[src/rtl/clk_phase_sequencer.sv]
// Turns each processor cycle into four ordered, non-overlapping phase enables
// (fetch, regread, exec/mem, writeback) with run, single-step and stall control.
module clk_phase_sequencer #(
    parameter int PHASE_LEN = 2,
    parameter int CNT_W     = 32
) (
    input  logic             in_clk,
    input  logic             reset,
    input  logic             run,
    input  logic             step,
    input  logic             stall,
    output logic [3:0]       phase,
    output logic             cycle_done,
    output logic             running,
    output logic [CNT_W-1:0] cycle_count
);

    localparam int SUB_W = (PHASE_LEN > 1) ? $clog2(PHASE_LEN) : 1;
    localparam logic [SUB_W-1:0] SUB_LAST = SUB_W'(PHASE_LEN - 1);

    typedef enum logic [1:0] {
        IDLE = 2'd0,
        RUN  = 2'd1,
        STEP = 2'd2
    } state_t;

    state_t           state;
    state_t           state_next;
    logic [SUB_W-1:0] sub;
    logic [SUB_W-1:0] sub_next;
    logic [3:0]       phase_next;
    logic             done_next;
    logic             step_q;
    logic             step_rise;
    logic             cycle_end;

    assign step_rise = step & ~step_q;
    assign cycle_end = (state != IDLE) && phase[3] && (sub == SUB_LAST) && !stall;

    always_ff @(posedge in_clk or negedge reset) begin
        if (!reset) begin
            state       <= IDLE;
            sub         <= '0;
            phase       <= 4'b0000;
            cycle_done  <= 1'b0;
            running     <= 1'b0;
            cycle_count <= '0;
            step_q      <= 1'b0;
        end else begin
            state      <= state_next;
            sub        <= sub_next;
            phase      <= phase_next;
            cycle_done <= done_next;
            running    <= (state_next != IDLE);
            step_q     <= step;
            if (cycle_end)
                cycle_count <= cycle_count + CNT_W'(1);
        end
    end

    // cycle_done is registered, so it is derived from where the sequencer lands next
    always_comb begin
        state_next = state;
        sub_next   = sub;
        phase_next = phase;
        case (state)
            IDLE: begin
                if (run) begin
                    state_next = RUN;
                    phase_next = 4'b0001;
                    sub_next   = '0;
                end else if (step_rise) begin
                    state_next = STEP;
                    phase_next = 4'b0001;
                    sub_next   = '0;
                end
            end
            default: begin
                if (!stall) begin
                    if (sub != SUB_LAST) begin
                        sub_next = sub + SUB_W'(1);
                    end else begin
                        sub_next = '0;
                        if (phase[3]) begin
                            if (run) begin
                                state_next = RUN;
                                phase_next = 4'b0001;
                            end else begin
                                state_next = IDLE;
                                phase_next = 4'b0000;
                            end
                        end else begin
                            phase_next = phase << 1;
                        end
                    end
                end
            end
        endcase
        done_next = (state_next != IDLE) && phase_next[3] && (sub_next == SUB_LAST)
                    && !(stall && (state != IDLE));
    end

endmodule

[config.mk]
export PLATFORM = sky130hd
export DESIGN_NAME = clk_phase_sequencer
export DESIGN_NICKNAME = d
export VERILOG_FILES = /design/src/rtl/clk_phase_sequencer.sv
export SDC_FILE = /design/constraint.sdc
export NUM_CORES = 1
export LEC_CHECK = 0
export CAP_MARGIN = 0
export CORE_MARGIN = 2
export CORE_UTILIZATION = 40
export CTS_CLUSTER_SIZE = 10
export DETAILED_ROUTE_END_ITERATION = 7
export HOLD_SLACK_MARGIN = 0.03
export PLACE_DENSITY = 0.65
export SLEW_MARGIN = 20
export SYNTH_ARGS = -nofsm -noshare
export SYNTH_HDL_FRONTEND = slang
export SYNTH_SLANG_ARGS = --single-unit
[constraint.sdc]
create_clock -name in_clk -period 4.65 [get_ports in_clk]
set_input_delay 1.1625 -clock in_clk [delete_from_list [all_inputs] [get_ports in_clk]]
set_output_delay 1.1625 -clock in_clk [all_outputs]
set_load 0.02 [all_outputs]
Yosys cells after proc, flatten, opt, wreduce, memory -nomap -nowiden --
Cells that the tools add are included.
Storage, ports and cells: input bits 5, register bits 42, word-level logic and storage cells 47
Cells by class: reduce and logical (&&, ||, !) cells 14, equal/unequal tests 2, multiplexer cells 19, bitwise logic cells 2, $add $sub $neg 2
Operators with widths (count):
- 32-bit by 1-bit adder with 32-bit output (second input constant) | 1
- 4-bit 2-to-1 mux | 6
- 2-bit 2-to-1 mux | 6
- 1-bit logical AND | 7
- 1-bit 2-to-1 mux | 7
- 2-bit nonzero test | 3
- 3-bit != test (second input constant) | 1
- 3-bit AND reduction | 1
- 1-bit zero test | 2
- 2-bit zero test | 1
- 2-bit by 1-bit != test with 1-bit output (second input constant) | 1
- 1-bit adder (second input constant) | 1
- 1-bit bitwise AND | 1
- 1-bit inverter | 1

Longest topological paths before layout --
Gate-level depths: netlist (run 1).
depth after elaboration 9, mapped depth 6, depth with buffers taken out 5

Least setup slack after synthesis (run 1) --
Ideal clock, no wire load.
kind input -> register, start input port stall, end register cycle_count[24], stages 5, data arrival time 2224 ps, required time 4570 ps, setup slack 2346 ps, buffers on the path 1, cell sequence o21ba_2 -> nand4_1 -> buf_2 -> nor4_2 -> xor2_1
On the way: cells in the longest elaborated chain, start to end 2
Ends and longest elaborated chain:
- start, declared | RTL line 11 | input logic stall,
- 1-bit zero test
- 1-bit logical AND | RTL line 38 | assign cycle_end = (state != IDLE) && phase[3] && (sub == SUB_LAST) && !stall;
- end signal, assigned | RTL line 57 | cycle_count <= cycle_count + CNT_W'(1);
- end, declared | RTL line 15 | output logic [CNT_W-1:0] cycle_count
Every way passes these cells. A chain may end at the register's enable or synchronous reset.

Worst setup path in the final report (run 1) --
start input port stall, end register cycle_count[26]
The elaborated chain is that of the path after synthesis.

==> summary.md, run 1 <==
| Metric | Value |
|---|---|
| Status | `completed` |
| Actual slew at the worst max-slew pin | `0.9155 ns` |
| Synthesized Nets | `182` |
| Largest net degree at the start of global routing | `43` |
| Clock Tree Root | `clkbuf_8` |
| Post-CTS resize count | `0` |
| Most frequent cells in the layout | `dfrtp_1 (42), clkdlybuf4s50_1 (41), xor2_1 (22)` |
| RD Place Congestion | `~0.83` |
| Seq/Total Area, Yosys | `52.34%` |
| CP arrival | `3.20 ns` |
| ANT nets after route | `0` |
| Worst-Skew Late Latency | `0.29 ns` |
| Mapped Area | `2008 um2` |
| Hold Crit Class | `reg -> reg` |
| Final Hold Fails | `0` |
| Fin. max-slew vios | `0` |
| Async S/R FF share, synth | `100.0%` |
| Final clock period utilization by the worst path | `64.34%` |
| EDFF count, synth | `0` |
| H-tree depth | `2` |
| Routed met1 length | `1.796 mm` |
| Total number of vias | `1449` |
| Chip Height | `74.86 um` |
| Final #Nets | `225` |
| Power per Cell Area | `336.4 nW/um2` |
| Max Used Layer | `met4` |
| Worst-path clk slew | `approximately 0.080 ns` |
| Deepest clock path buffer count | `2` |
| CTS tree | `done` |
| Setup Buffers After CTS | `0` |
| CP Data Required Time | `between 4 and 5 ns` |
| Io pins | `43` |
| Die width | `74.86 um` |
| Min Tclk post-route | `2.992 ns` |
| Input/output buffers | `42` |
| Met2 Wirelength | `1.841 mm` |
| Routed len/inst | `13.53 um` |
| Iteration-0 DRC Markers | `89` |
| Hold_buf cts | `0` |
| Total core area | `4786 um2` |
| Place WS | `1.342 ns` |
| Commonest non-fill, non-tap cell in the layout | `dfrtp_1` |
| Setup Viol. Count Final | `0` |
| RSZ-0062 raised after global routing | `false` |
| First-pass GRT wire length | `6.444 mm` |
| CP Class | `in -> reg` |
| Mean area per synthesized cell | `11.41 um2` |
| Layout cells sized above 1 | `a little under an eighth` |
| Synth area leaders | `dfrtp_1 (52%), xor2_1 (9.6%), nor4_2 (6.2%)` |
| Synth top area share | `approximately 52%` |
| Final setup TNS | `0 ns` |
| Worst setup margin | `1.658 ns` |
| #FFs+latches synth | `42` |
| Peak Freq | `0.3343 GHz` |
| Max Clock Skew | `0.007771 ns` |
| Largest area contributor in the netlist | `dfrtp_1` |
| Post-Syn Instances | `~180` |
| Grt ovf | `0` |
| Critical path launch point type | `input port` |
| Sink Count | `42` |
| Syn. warnings | `0` |
| Kind of end point of the critical path | `register` |
| Initial antenna violation count | `0` |
| Synth-to-layout area growth | `28.60%` |
| Max-cap viol count | `0` |
| Number of buffers created by CTS | `5` |
| Synth Flop Type | `dfrtp_1` |
| Starting density of the core | `41.96%` |
| Yosys cell types | `39` |
| Die footprint | `5603 um2` |
| Post-route DRC | `0` |
| Drt pass-1 iters | `4` |
| Post-DP HPWL | `approximately 2.7 mm` |
| Slew margin rel. | `38.97%` |
| FP Rows | `25` |
| Maximum VDD drop | `170.6 uV` |
| All-layer global routing usage | `14.98%` |
| Worst Path Max Fanout | `12` |
| Number of global-route vias before repair | `~1400` |
| N_diodes | `0` |
| Total Routed Length | `3.871 mm` |
| Vias per std cell | `5.066` |
| Pleak | `1.150 nW` |
| WL met3 | `220 um` |
-- critical path: stages --
cell             delay, ns
clkdlybuf4s50_1       0.45
o21ba_2               0.33
nand4_1               0.62
nor4_2                0.47
xor2_1                0.18
-- cell families (layout without fill, tap and decap cells) --
| logic type | after synthesis | count (layout) | share of synthesized area [%] |
|---|---|---|---|
| AOI/OAI and AO/OA | 12 | 12 | 4.549 |
| and+or+nand+nor | 78 | 78 | 25.61 |
| muxes | 1 | 1 | 0.5607 |
| DFF | 42 | 42 | 52.34 |
| xor gates and xnor gates | 31 | 31 | 13.52 |
| buffers and inverters | 11 | 54 | 2.804 |
| adders and majority gates | 1 | 1 | 0.6230 |
-- registers in the layout, indices dropped and copies added, names as in the netlist --
signal and cells:
cycle_done 1, phase 4, step_q 1, running 1, sub 1, cycle_count 32, state 2
-- layer usage --
layer,track usage [%],vias up
met5,0,-
met4,4.167,0
met3,4.819,4
met2,23.78,39
met1,19.78,704
li1,-,702
-- final timing paths --
| path | start | to | slack, ns | cells after the start |
|---|---|---|---|---|
| worst max-delay path | stall | cycle_count[26] | 1.66 | 5 |
| min in group asynchronous | reset | cycle_count[23] | 1.00 | 1 |
| worst max register to register | cycle_count[3] | cycle_count[31] | 2.57 | 4 |
| max in group asynchronous | reset | cycle_count[17] | 3.07 | 1 |
| worst min register to register | cycle_count[15] | cycle_count[15] | 0.49 | 1 |
| worst min-delay path | cycle_count[15] | cycle_count[15] | 0.49 | 1 |
-- report_power, final --
group | leakage [nW] | internal [W] | switching (W)
clock network | 0.0573 | 0.000172 | 0.000121
registers | 0.542 | 0.000395 | 0.0000366
logic | 0.551 | 0.0000705 | 0.0000737
-- stage by stage --
stage          std cells  instance area (um2)  total power (W)  utilization [%]  hold slack (ns)
2_1_floorplan        176                 2008        0.0005153                -           0.4943
3_3_place_gp         279                 2470        0.0005810            51.61           0.4804
3_5_place_dp         279                 2470        0.0005831            51.61           0.4837
4_1_cts              286                 2582        0.0008821            53.96           0.4982
5_1_grt              286                 2582        0.0009118            53.96           0.5170
6_report             286                 2582        0.0008686            53.96           0.4893
-- final cells by class --
class | instances | area, um2
Fill cell | 432 | 2203
Multi-Input combinational cell | 123 | 900.9
Sequential cell | 42 | 1051
Timing Repair Buffer | 42 | 415.4
Tap cell | 67 | 83.83
Clock inverter | 1 | 30.03
Clock buffer | 6 | 82.58
Inverter | 5 | 18.77
-- cell usage after synthesis (2+ instances only) --
library cell and count:
nand2b_1 3, nor4_1 3, or2_2 2, inv_1 5, a22o_1 4, and3_1 4, dfrtp_1 42, nand2_1 16
xnor2_1 9, a21oi_1 2, nor4_2 10, nor2_1 7, buf_2 3, nor3_1 9, nand4_1 6, nand3_1 7
xor2_1 22
Power figures use the tool's default switching activity.
==> run 2: changes to the inputs <==
Clock period 4.65 ns to 2.95 ns, I/O delays scaled along.
==> summary.md, run 2 (synthesis results as in run 1) <==
| Metric | Value |
|---|---|
| Post-DP HPWL | `2.643 mm (-3.2%)` |
| Routed len/inst | `13.21 um (-2.4%)` |
| Worst hold slack | `0.4840 ns (-0.005288 ns)` |
| Hold Crit Class | `reg -> reg` |
| CP peak stage delay | `0.67 ns (+0.05 ns)` |
| Kind of cell adding the most delay to the critical path | `buffers and inverters` |
| Status | `completed` |
| Power per Cell Area | `504.4 nW/um2 (+50%)` |
| Max FFs per register | `32 (unchanged)` |
| Critical path launch point type | `register` |
| N_diodes | `0 (unchanged)` |
| Largest Register | `cycle_count` |
| Total core area | `4786 um2 (unchanged)` |
| Clock Tree Root | `clkbuf_8` |
| FP Rows | `25 (unchanged)` |
| Most frequent cells in the layout | `dfrtp_1 (42), clkdlybuf4s50_1 (41), xor2_1 (22)` |
| Die footprint | `5603 um2 (unchanged)` |
| Setup Viol. Count Final | `0 (unchanged)` |
| Max-cap viol count | `0 (unchanged)` |
| Crit-path cells | `clkdlybuf4s50_1` |
| Worst-Skew Late Latency | `0.29 ns (about the same)` |
| Total Routed Length | `3.804 mm (-1.7%)` |
| Post-route DRC | `0 (unchanged)` |
| Deepest clock path buffer count | `2 (unchanged)` |
| CP Class | `reg -> out` |
| Input/output buffers | `42 (unchanged)` |
| Total number of vias | `1442 (-0.48%)` |
| Kind of end point of the critical path | `output pin` |
| Min Tclk post-route | `2.230 ns` |
| Final #Nets | `226 (+0.44%)` |
| CP Data Required Time | `2.21 ns (-2.65 ns)` |
| Critical path's slowest cell | `clkdlybuf4s50_1` |
| Io pins | `43 (unchanged)` |
| H-tree depth | `2 (unchanged)` |
| Layout cells sized above 1 | `12.22% (+0.35 points)` |
| Max Clock Skew | `0.004305 ns (-0.003466 ns)` |
| Hold_buf cts | `0 (unchanged)` |
| First-pass GRT wire length | `6.486 mm (+0.65%)` |
| Drt pass-1 iters | `4 (unchanged)` |
| Final Instance Area | `2569 um2 (-0.53%)` |
| Initial antenna violation count | `0 (unchanged)` |
| Number of buffers created by CTS | `5 (unchanged)` |
| Post-CTS resize count | `0 (unchanged)` |
| Pleak | `1.145 nW (-0.43%)` |
| Grt ovf | `0 (unchanged)` |
| Commonest non-fill, non-tap cell in the layout | `dfrtp_1` |
| RSZ-0062 raised after global routing | `false` |
| Final setup TNS | `0 ns (unchanged)` |
| Vias per std cell | `5.007 (-1.2%)` |
| Final clock period utilization by the worst path | `75.59%` |
| # fillers | `449 (+3.9%)` |
| Final Core Density | `53.67% (-0.29 points)` |
| Peak Freq | `0.4485 GHz` |
| Setup Buffers After CTS | `0 (unchanged)` |
| Worst-path clk slew | `0.08 ns (about the same)` |
| Fin. max-slew vios | `0 (unchanged)` |
| RD Place Congestion | `0.7991 (-3.2%)` |
| All-layer global routing usage | `15.21% (+0.23 points)` |
| Chip Height | `74.86 um (unchanged)` |
| Buf/Inv on CP | `1 (unchanged)` |
| ANT nets after route | `0 (unchanged)` |
| Maximum VDD drop | `366.5 uV (+110%)` |
| Die width | `74.86 um (unchanged)` |
| Top Registers | `cycle_count: 32 flops, phase: 4 flops, state: 2 flops` |
| CTS tree | `done` |
| Slew margin rel. | `38.37% (-0.60 points)` |
| Synth-to-layout area growth | `27.91%` |
| Number of global-route vias before repair | `1378 (-2.1%)` |
| CP arrival | `1.49 ns (-1.71 ns)` |
| Placed Instance Area | `2477 um2 (+0.30%)` |
| Largest net degree at the start of global routing | `43 (unchanged)` |
| Starting density of the core | `41.96% (unchanged)` |
| Final Hold Fails | `0 (unchanged)` |
| Actual slew at the worst max-slew pin | `0.9244 ns (+0.008955 ns)` |
| Iteration-0 DRC Markers | `65 (-27%)` |
| Sink Count | `42 (unchanged)` |
| Worst Path Max Fanout | `10 (-2)` |
run 2: cell types whose count changed in the layout (fill, tap and decap cells not counted), sizes merged:
cell / previous run / this run
bufinv: 1 / 0
clkinv: 0 / 1
buf: 1 / 2
clkbuf: 6 / 7
run 2: path summary, 6_finish.rpt:
| kind | startpoint | to | slack, ns | cells after the start |
|---|---|---|---|---|
| min reg2reg | cycle_count[31] | cycle_count[31] | 0.48 | 1 |
| max reg2reg | cycle_count[0] | cycle_count[28] | 0.87 | 5 |
| max in group asynchronous | reset | phase[3] | 1.80 | 1 |
| min | cycle_count[31] | cycle_count[31] | 0.48 | 1 |
| max | phase[3] | phase[3] | 0.72 | 1 |
| min in group asynchronous | reset | cycle_count[22] | 0.56 | 1 |
run 2: where the power goes:
group          switching (W)  internal [W]
clock network       0.000197      0.000189
registers          0.0000593      0.000623
logic               0.000117      0.000111
total               0.000373      0.000923
run 2: metal layers:
metal	track usage [%]	vias up	wire (um)	share of wire (%)
li1	-	709	-	-
met1	21.72	694	1867	49
met2	22.32	33	1693	45
met3	4.552	6	199	5.2
met4	4.762	0	43	1.1
met5	0	-	0	0
run 2: layout make-up:
cell class | count | area, um2 | area share [%]
Sequential cell | 42 | 1051 | 40.92
Timing Repair Buffer | 43 | 422.9 | 16.46
Tap cell | 67 | 83.83 | 3.264
Clock buffer | 7 | 86.33 | 3.361
Clock inverter | 1 | 5.005 | 0.1948
Multi-Input combinational cell | 123 | 900.9 | 35.07
Inverter | 5 | 18.77 | 0.7306
run 2: through the flow:
| stage | instances | worst slack [ns] | total power (W) |
|---|---|---|---|
| finish | 288 | 0.7202 | 0.001296 |
| CTS | 288 | 0.7040 | 0.001314 |
| global placement | 280 | 0.5960 | 0.0009182 |
| floorplan | 176 | 1.013 | 0.0008122 |
| detailed placement | 280 | 0.5685 | 0.0009207 |
| global route | 288 | 0.6242 | 0.001360 |
run 2: worst reg2reg max path: stages, from the launching register on:
cell	delay [ns]
dfrtp_1	0.43
ha_1	0.22
nand2_1	0.08
or4_1	0.73
nor4_2	0.38
xor2_1	0.17
